<file path="config.mk">
export PLATFORM = sky130hd
export DESIGN_NAME = uart_tx_arb
export DESIGN_NICKNAME = d
export VERILOG_FILES = /design/src/rtl/uart_tx_arb.sv
export SDC_FILE = /design/constraint.sdc
export NUM_CORES = 1
export LEC_CHECK = 0
export ABC_AREA = 1
export BUFFER_PORTS_ARGS = -buffer_cell sky130_fd_sc_hd__buf_2
export CORE_MARGIN = 2
export CORE_UTILIZATION = 49
export DETAILED_ROUTE_END_ITERATION = 8
export GPL_ROUTABILITY_DRIVEN = 0
export PLACE_DENSITY = 0.8
export SLEW_MARGIN = 20
export SYNTH_ARGS = -nofsm -noshare
export SYNTH_HDL_FRONTEND = slang
export SYNTH_SLANG_ARGS = --single-unit
</file>
<file path="constraint.sdc">
create_clock -name ser_clk -period 2.4 [get_ports ser_clk]
set_clock_uncertainty 0.2 [all_clocks]
set_input_delay 0.12 -clock ser_clk [delete_from_list [all_inputs] [get_ports ser_clk]]
set_output_delay 0.12 -clock ser_clk [all_outputs]
set_load 0.005 [all_outputs]
</file>
<file path="src/rtl/uart_tx_arb.sv">
`default_nettype none
// ============================================================================
//  Module      : uart_tx_arb
//  Description : Message-granular round-robin arbiter sharing one UART
//                transmitter between NUM_PORTS byte-stream requesters.
//                A granted port owns the transmitter until its last byte
//                is accepted or it stalls past TIMEOUT_CYCLES.
//  Revision    : 1.0 - initial release
// ============================================================================
module uart_tx_arb #(
    parameter int NUM_PORTS      = 4,
    parameter int TIMEOUT_CYCLES = 1024,
    localparam int ID_BITS       = (NUM_PORTS > 1) ? $clog2(NUM_PORTS) : 1
) (
    input  logic                   ser_clk,
    input  logic                   rst_n,
    input  logic [NUM_PORTS-1:0]   in_valid,
    input  logic [8*NUM_PORTS-1:0] in_data,
    input  logic [NUM_PORTS-1:0]   in_last,
    output logic [NUM_PORTS-1:0]   in_ready,
    output logic [7:0]             tx_data,
    output logic                   tx_req,
    input  logic                   tx_cts,
    input  logic                   tx_idle,
    output logic                   grant_valid,
    output logic [ID_BITS-1:0]     grant_id,
    output logic                   err_timeout
);

    localparam int                  CNT_BITS    = $clog2(TIMEOUT_CYCLES);
    localparam logic [CNT_BITS-1:0] c_cnt_max   = CNT_BITS'(TIMEOUT_CYCLES - 1);
    localparam logic [7:0]          c_idle_byte = 8'hFF;
    localparam logic [ID_BITS-1:0]  c_rr_init   = ID_BITS'(NUM_PORTS - 1);

    typedef enum logic [1:0] {
        S_IDLE      = 2'd0,
        S_SEND      = 2'd1,
        S_WAIT_IDLE = 2'd2
    } state_t;

    state_t              state_q, state_d;
    logic [ID_BITS-1:0]  grant_id_q, grant_id_d;
    logic                grant_valid_q, grant_valid_d;
    logic [ID_BITS-1:0]  rr_last_q, rr_last_d;
    logic [CNT_BITS-1:0] cnt_q, cnt_d;

    logic                w_sel_valid;
    logic                w_sel_last;
    logic [7:0]          w_sel_data;
    logic                w_pick_found;
    logic [ID_BITS-1:0]  w_pick_id;
    logic [ID_BITS-1:0]  w_cand;

    // Route the currently granted port's stream onto the shared signals.
    always_comb begin
        w_sel_valid = 1'b0;
        w_sel_last  = 1'b0;
        w_sel_data  = 8'h00;
        for (int i = 0; i < NUM_PORTS; i++) begin
            if (grant_id_q == ID_BITS'(i)) begin
                w_sel_valid = in_valid[i];
                w_sel_last  = in_last[i];
                w_sel_data  = in_data[8*i +: 8];
            end
        end
    end

    // Round-robin pick: first valid port after the last owner, with wrap.
    always_comb begin
        w_pick_found = 1'b0;
        w_pick_id    = '0;
        w_cand       = '0;
        for (int k = 1; k <= NUM_PORTS; k++) begin
            w_cand = ID_BITS'((int'(rr_last_q) + k) % NUM_PORTS);
            if (!w_pick_found && in_valid[w_cand]) begin
                w_pick_found = 1'b1;
                w_pick_id    = w_cand;
            end
        end
    end

    // Next-state and output decode; outputs idle outside SEND.
    always_comb begin
        state_d       = state_q;
        grant_id_d    = grant_id_q;
        grant_valid_d = grant_valid_q;
        rr_last_d     = rr_last_q;
        cnt_d         = cnt_q;
        tx_req        = 1'b0;
        tx_data       = c_idle_byte;
        in_ready      = '0;
        err_timeout   = 1'b0;
        case (state_q)
            S_IDLE: begin
                if (w_pick_found) begin
                    state_d       = S_SEND;
                    grant_id_d    = w_pick_id;
                    grant_valid_d = 1'b1;
                    cnt_d         = '0;
                end
            end
            S_SEND: begin
                tx_req  = w_sel_valid;
                tx_data = w_sel_data;
                for (int i = 0; i < NUM_PORTS; i++) begin
                    in_ready[i] = (grant_id_q == ID_BITS'(i)) && tx_cts;
                end
                if (w_sel_valid && tx_cts) begin
                    cnt_d = '0;
                    if (w_sel_last) begin
                        state_d   = S_WAIT_IDLE;
                        rr_last_d = grant_id_q;
                    end
                end else if (!w_sel_valid) begin
                    // Stalled source: abort once the budget is spent.
                    if (cnt_q == c_cnt_max) begin
                        err_timeout = 1'b1;
                        state_d     = S_WAIT_IDLE;
                        rr_last_d   = grant_id_q;
                    end else begin
                        cnt_d = cnt_q + CNT_BITS'(1);
                    end
                end
                // Backpressure (valid high, cts low) holds the counter.
            end
            S_WAIT_IDLE: begin
                if (tx_idle) begin
                    state_d       = S_IDLE;
                    grant_valid_d = 1'b0;
                end
            end
            default: begin
                state_d = S_IDLE;
            end
        endcase
    end

    // State and grant registers with asynchronous reset.
    always_ff @(posedge ser_clk or negedge rst_n) begin
        if (!rst_n) begin
            state_q       <= S_IDLE;
            grant_id_q    <= '0;
            grant_valid_q <= 1'b0;
            rr_last_q     <= c_rr_init;
            cnt_q         <= '0;
        end else begin
            state_q       <= state_d;
            grant_id_q    <= grant_id_d;
            grant_valid_q <= grant_valid_d;
            rr_last_q     <= rr_last_d;
            cnt_q         <= cnt_d;
        end
    end

    assign grant_id    = grant_id_q;
    assign grant_valid = grant_valid_q;

endmodule
`default_nettype wire
</file>
Yosys cells after proc, flatten, opt, wreduce, memory -nomap -nowiden
Cells that the tools add are included.
Widths: inputs -> output; s select.
{ "word_totals": {"reg_bits": 17, "inputBits": 44, "output_inout_bits": 17, "elab_cells": 103} }
{ "classes": {"n_addsub": 5, "order_cmp": 4, "eq_ne": 14, "n_mux": 54, "reduce_logical": 21} }
{ "ops": {"columns": ["op", "count"], "rows": [
  ["$mux 10", 4],
  ["$mux 8", 5],
  ["$mux 2", 14],
  ["$mux 1", 23],
  ["$pmux 10 s2", 1],
  ["$lt 2x3->1 const B", 4],
  ["$ne 3x3->1 const B", 4],
  ["$add 10x1->10 const B", 1],
  ["$eq 10x10->1 const B", 1],
  ["$bmux 1 s2", 4],
  ["$logic_and 1x1->1", 8],
  ["$reduce_and 4->1", 2],
  ["$eq 2x2->1 const B", 3],
  ["$ne 2x2->1 const B", 3],
  ["$pmux 2 s3", 1],
  ["$reduce_bool 2->1", 3],
  ["$reduce_and 5->1", 1],
  ["$add 2x1->2 const B", 2],
  ["$add 2x2->2 const B", 2],
  ["$eq 2x1->1 const B", 2],
  ["$logic_not 2->1", 2],
  ["$mux 4", 1],
  ["$logic_not 1->1", 3],
  ["$reduce_and 3->1", 1],
  ["other kinds (3)", 3]
]} }

Depth between registers and ports, before layout
{ "logic_depth": {"depth_word": 15, "ltp_mapped": 13, "depth_no_buf": 13} }

Worst setup path after synthesis
Ideal clock, no wire load.
{ "synth_timing": {"path_kind": "register to register", "start": "register rr_last_q[0]", "end": "register cnt_q[3]", "setup_ns": 0.117, "t_arrival_ns": 1.655, "required_ns": 2.083, "setup_slack_ns": 0.428, "stages_incl_launch_ff": 14, "n_path_buf": 2, "synth_period_minus_slack_ns": 1.972, "path_cell_list": "dfstp_2 buf_2 inv_2 nand2_1 nand2_1 nand2_1 nand2_1 nor2_1 nand4_1 nand2_1 inv_2 buf_2 nand3_1 nand2_1"} }
{ "synth_between": {"elab_chain_cells": 15, "elab_cells_between_ends": 24, "classes_between": "add/sub (4); eq/ne (1); mux (12); reduce/logical (7)"} }
{ "synth_lines": {"columns": ["item", "line", "source"], "rows": [
  ["start, declared", "44", "logic [ID_BITS-1:0] rr_last_q, rr_last_d;"],
  ["start signal, assigned", "144", "rr_last_q <= c_rr_init;"],
  ["start signal, assigned", "150", "rr_last_q <= rr_last_d;"],
  ["$add 2x1->2", "74", "w_cand = ID_BITS'((int'(rr_last_q) + k) % NUM_PORTS);"],
  ["$bmux 1 s2", "75", "if (!w_pick_found && in_valid[w_cand]) begin"],
  ["$mux 1 (not written as such)", "75", null],
  ["$mux 1", "75", null],
  ["$logic_not 1->1", "75", null],
  ["$logic_and 1x1->1", "75", null],
  ["$mux 1", "75", null],
  ["$logic_not 1->1", "75", null],
  ["$logic_and 1x1->1", "75", null],
  ["$mux 1", "75", null],
  ["$logic_not 1->1", "75", null],
  ["$logic_and 1x1->1", "75", null],
  ["$mux 1 *", "75", null],
  ["$ne 2x2->1 (no line) *", null, null],
  ["$reduce_and 4->1 (no line) *", null, null],
  ["end signal, assigned", "151", "cnt_q <= cnt_d;"],
  ["end, declared", "45", "logic [CNT_BITS-1:0] cnt_q, cnt_d;"]
]} }
Every way passes the cells marked *; elsewhere a longest branch is shown, timed or not. The select of a mux whose other input is x is not followed.
A chain may end at the register's enable or synchronous reset.

Final worst setup path
{ "layout_timing": {"start": "register cnt_q[0]", "end": "register cnt_q[5]"} }
{ "layout_between": {"elab_chain_cells": 5, "elab_cells_between_ends": 8, "classes_between": "add/sub (1); eq/ne (2); mux (4); reduce/logical (1)"} }
{ "layout_lines": {"columns": ["item", "line", "source"], "rows": [
  ["$add 10x1->10", "121", "cnt_d = cnt_q + CNT_BITS'(1);"],
  ["$mux 10", "116", "if (cnt_q == c_cnt_max) begin"],
  ["$mux 10", "114", "end else if (!w_sel_valid) begin"],
  ["$mux 10", "108", "if (w_sel_valid && tx_cts) begin"],
  ["$pmux 10 s2", "93", "case (state_q)"]
]} }
Parallel ways exist; a longest one is shown, timed or not. The select of a mux whose other input is x is not followed.

==> out/results.txt <==
Routed Antenna Nets -> 0
Mapped cell area -> 1570 sq um
Placed insts -> 360
Clk sink count -> 17
DRT Wirelength -> 4060 microns
Post-Syn Instances -> 259
DR iter-0 viols -> 92
DRT Pass-1 Iters -> 4
Worst-path clk slew -> 100 ps
Die area -> 3660 sq um
Layout cells sized above 1 -> 0.267
Min Clock Period, post-route -> 2140 ps
Final cell count without fillers -> 366
Setup Total Neg Slack -> 0 ps
Fillers -> 291
WP data arrival -> 2170 ps
Warnings, synthesis -> 0
Total track usage -> 0.231
Met2 Usage GRT -> 0.374
Max-cap viol count -> 0
Port Buffers -> 60
Met1 Use GR -> 0.329
Critical path endpoint category -> register
Vias post-DR -> 1828
Number of enable flip-flop cells after synthesis -> 0
# DRC -> 0
Clock Tree Buf Depth -> 2
Slew HR -> 0.712
#FFs+latches synth -> 17
Worst hold-check path type -> in -> async
# IOs -> 61
Pins Over Slew Limit -> 0
Register area share after synthesis -> 0.273
Pin count of the biggest net entering global routing -> 18
Starting density of the core -> 0.513
Post-DR wirelength/cell -> 11.1 microns
WS Path Type -> reg -> reg
CTS root buf -> clkbuf_4
Overall power -> 0.00205 W
Slowest cell on crit path -> dfrtp_1
Fin crit share -> 0.891
Initial antenna violation count -> 0
Startpoint Class -> register
Grt ovf -> 0
Fin. Hold Viols -> 0
Final setup violating endpoints -> 0
Post-synth ARST share -> 1.00
CP cell instances -> ha_1 -> nand3_1 -> nor2_2 -> nand4_1 -> nor2_1 -> nand2_2 -> nand2_1 -> nand2_2 -> nand2_2 -> nand2_1 -> nand2_1
Transition time of the tightest slew-check pin -> 431 ps
First-pass GRT wire length -> 6550 microns
H-tree depth -> 1
TritonCTS clock tree -> done
Synth Flop Type -> dfrtp_1
R2R Path Start -> cnt_q[0]
Core Box Area -> 3050 sq um
Critical path's largest stage delay -> 390 ps
Design Area, Final -> 1960 sq um
Reg2Reg Setup Slack -> 260 ps
Placement Rows -> 20
Required time of the critical path -> 2430 ps
Fmax -> 467 MHz
PwrDens -> 1050 nW/um^2
Syn_area_per_cell -> 6.04 sq um
Crit path max fanout -> 11
Num CTS Buffers -> 3
Reg2Reg Depth -> 11
Run status -> finished, final reports clean
P_leak -> 1.12 nW
Most frequent cells in the layout -> 94 x nand2_1, 60 x buf_2, 39 x nand3_1, 24 x inv_1, 22 x nor2_1
Busiest grt layer -> met2
Vias/cell -> 4.99
Core Util, Final -> 0.641
RSZ-0062 raised after global routing -> no
DP HPWL -> 3200 microns
Most common cell after layout, fill and taps aside -> nand2_1
Vias in the first global route -> 1531
Area after DPL -> 1910 sq um
Peak supply drop -> 636 uV
Antenna cells -> 0
Met3 usage in global routing -> 0.0256
Clock latency on the worst-skew pair -> 280 ps
Post-synth net total -> 304
Worst flop-to-flop path endpoint -> cnt_q[5]
Netlist cell types -> 30
Die height -> 60.5 microns
Layout Nets -> 368
Syn-to-layout area delta -> 25.0%
Horiz. Die Dim -> 60.5 microns
-- what timing repair did --
| action | 4_1_cts | 5_1_grt |
|---|---|---|
| endpoints found under the hold margin | 18 | 0 |
| hold buffers | 2 | 0 |
| setup buffers | 0 | 0 |
| gates resized for setup | 0 | 2 |
| setup endpoints to repair | 0 | 10 |
-- final cells by class --
class / count / area [sq um] / area share
clock buffers: 4 / 26.3 / 0.0134
inverters: 29 / 109 / 0.0556
multi-input cells: 206 / 987 / 0.504
flip-flops and latches: 17 / 429 / 0.219
well taps: 44 / 55.1 / 0.0281
repair buffers: 66 / 350 / 0.179
-- state kept, by name, summed over array words and instances, names as in the netlist --
name,flops
grant_id,2
rr_last_q,2
grant_valid,1
cnt_q,10
state_q,2
-- power breakdown --
group	internal (W)	switching [W]	leakage [nW]
Combinational	0.000541	0.000873	0.888
Sequential	0.000377	0.000107	0.217
Clock	0.0000645	0.0000866	0.0150
Total	0.000983	0.00107	1.12
-- layer usage --
layer  vias up  wire length, microns
li1        976                     -
met4         0                    36
met3         4                   162
met2        42                  1890
met1       806                  1980
met5         -                     0
-- Yosys cell counts (3+ instances only) --
cell	instances	share of area
a21oi_1	7	0.022
nand4_1	7	0.028
nor2_1	23	0.055
inv_1	24	0.058
nand2_2	6	0.024
nor3_1	3	0.0096
inv_2	4	0.0096
dfrtp_1	15	0.24
a22o_1	5	0.028
a221oi_1	3	0.017
nand2_1	94	0.23
o21ai_0	6	0.019
nand3_1	39	0.12
-- worst max-delay path, delay by kind of cell (launching register included) --
| kind | cells | cell delay, ps |
|---|---|---|
| adders and majority gates | 1 | 200 |
| DFF | 1 | 390 |
| and+or+nand+nor | 10 | 1300 |
-- stage by stage --
stage	hold WS (ps)	setup slack, ps
floorplan	-376	428
global placement	-140	210
detailed placement	-146	210
CTS	64.5	177
global route	103	52.3
finish	69.1	261
-- kinds of logic (layout without fill, tap and decap cells) --
group / after synthesis / after routing / synth area share
AO/OA/AOI/OAI: 24 / 24 / 0.0999
XOR/XNOR: 1 / 1 / 0.00560
adder cells (fa/ha/maj): 1 / 1 / 0.00799
buffers and inverters: 36 / 99 / 0.0975
flip-flops: 17 / 17 / 0.273
AND/OR/NAND/NOR: 180 / 180 / 0.516
-- how the worst max path moves through the flow --
stage                       startpoint        to  slack [ps]  cells after the start
final                         cnt_q[0]  cnt_q[5]         260                     11
after global routing          cnt_q[0]  cnt_q[6]          50                     11
after CTS                  grant_id[1]  cnt_q[5]         180                     12
after detailed placement   grant_id[1]  cnt_q[6]         210                     12
after global placement     grant_id[1]  cnt_q[1]         210                     12
after floorplan           rr_last_q[0]  cnt_q[3]         430                     13
No activity file was read; power rests on OpenSTA's default activity.
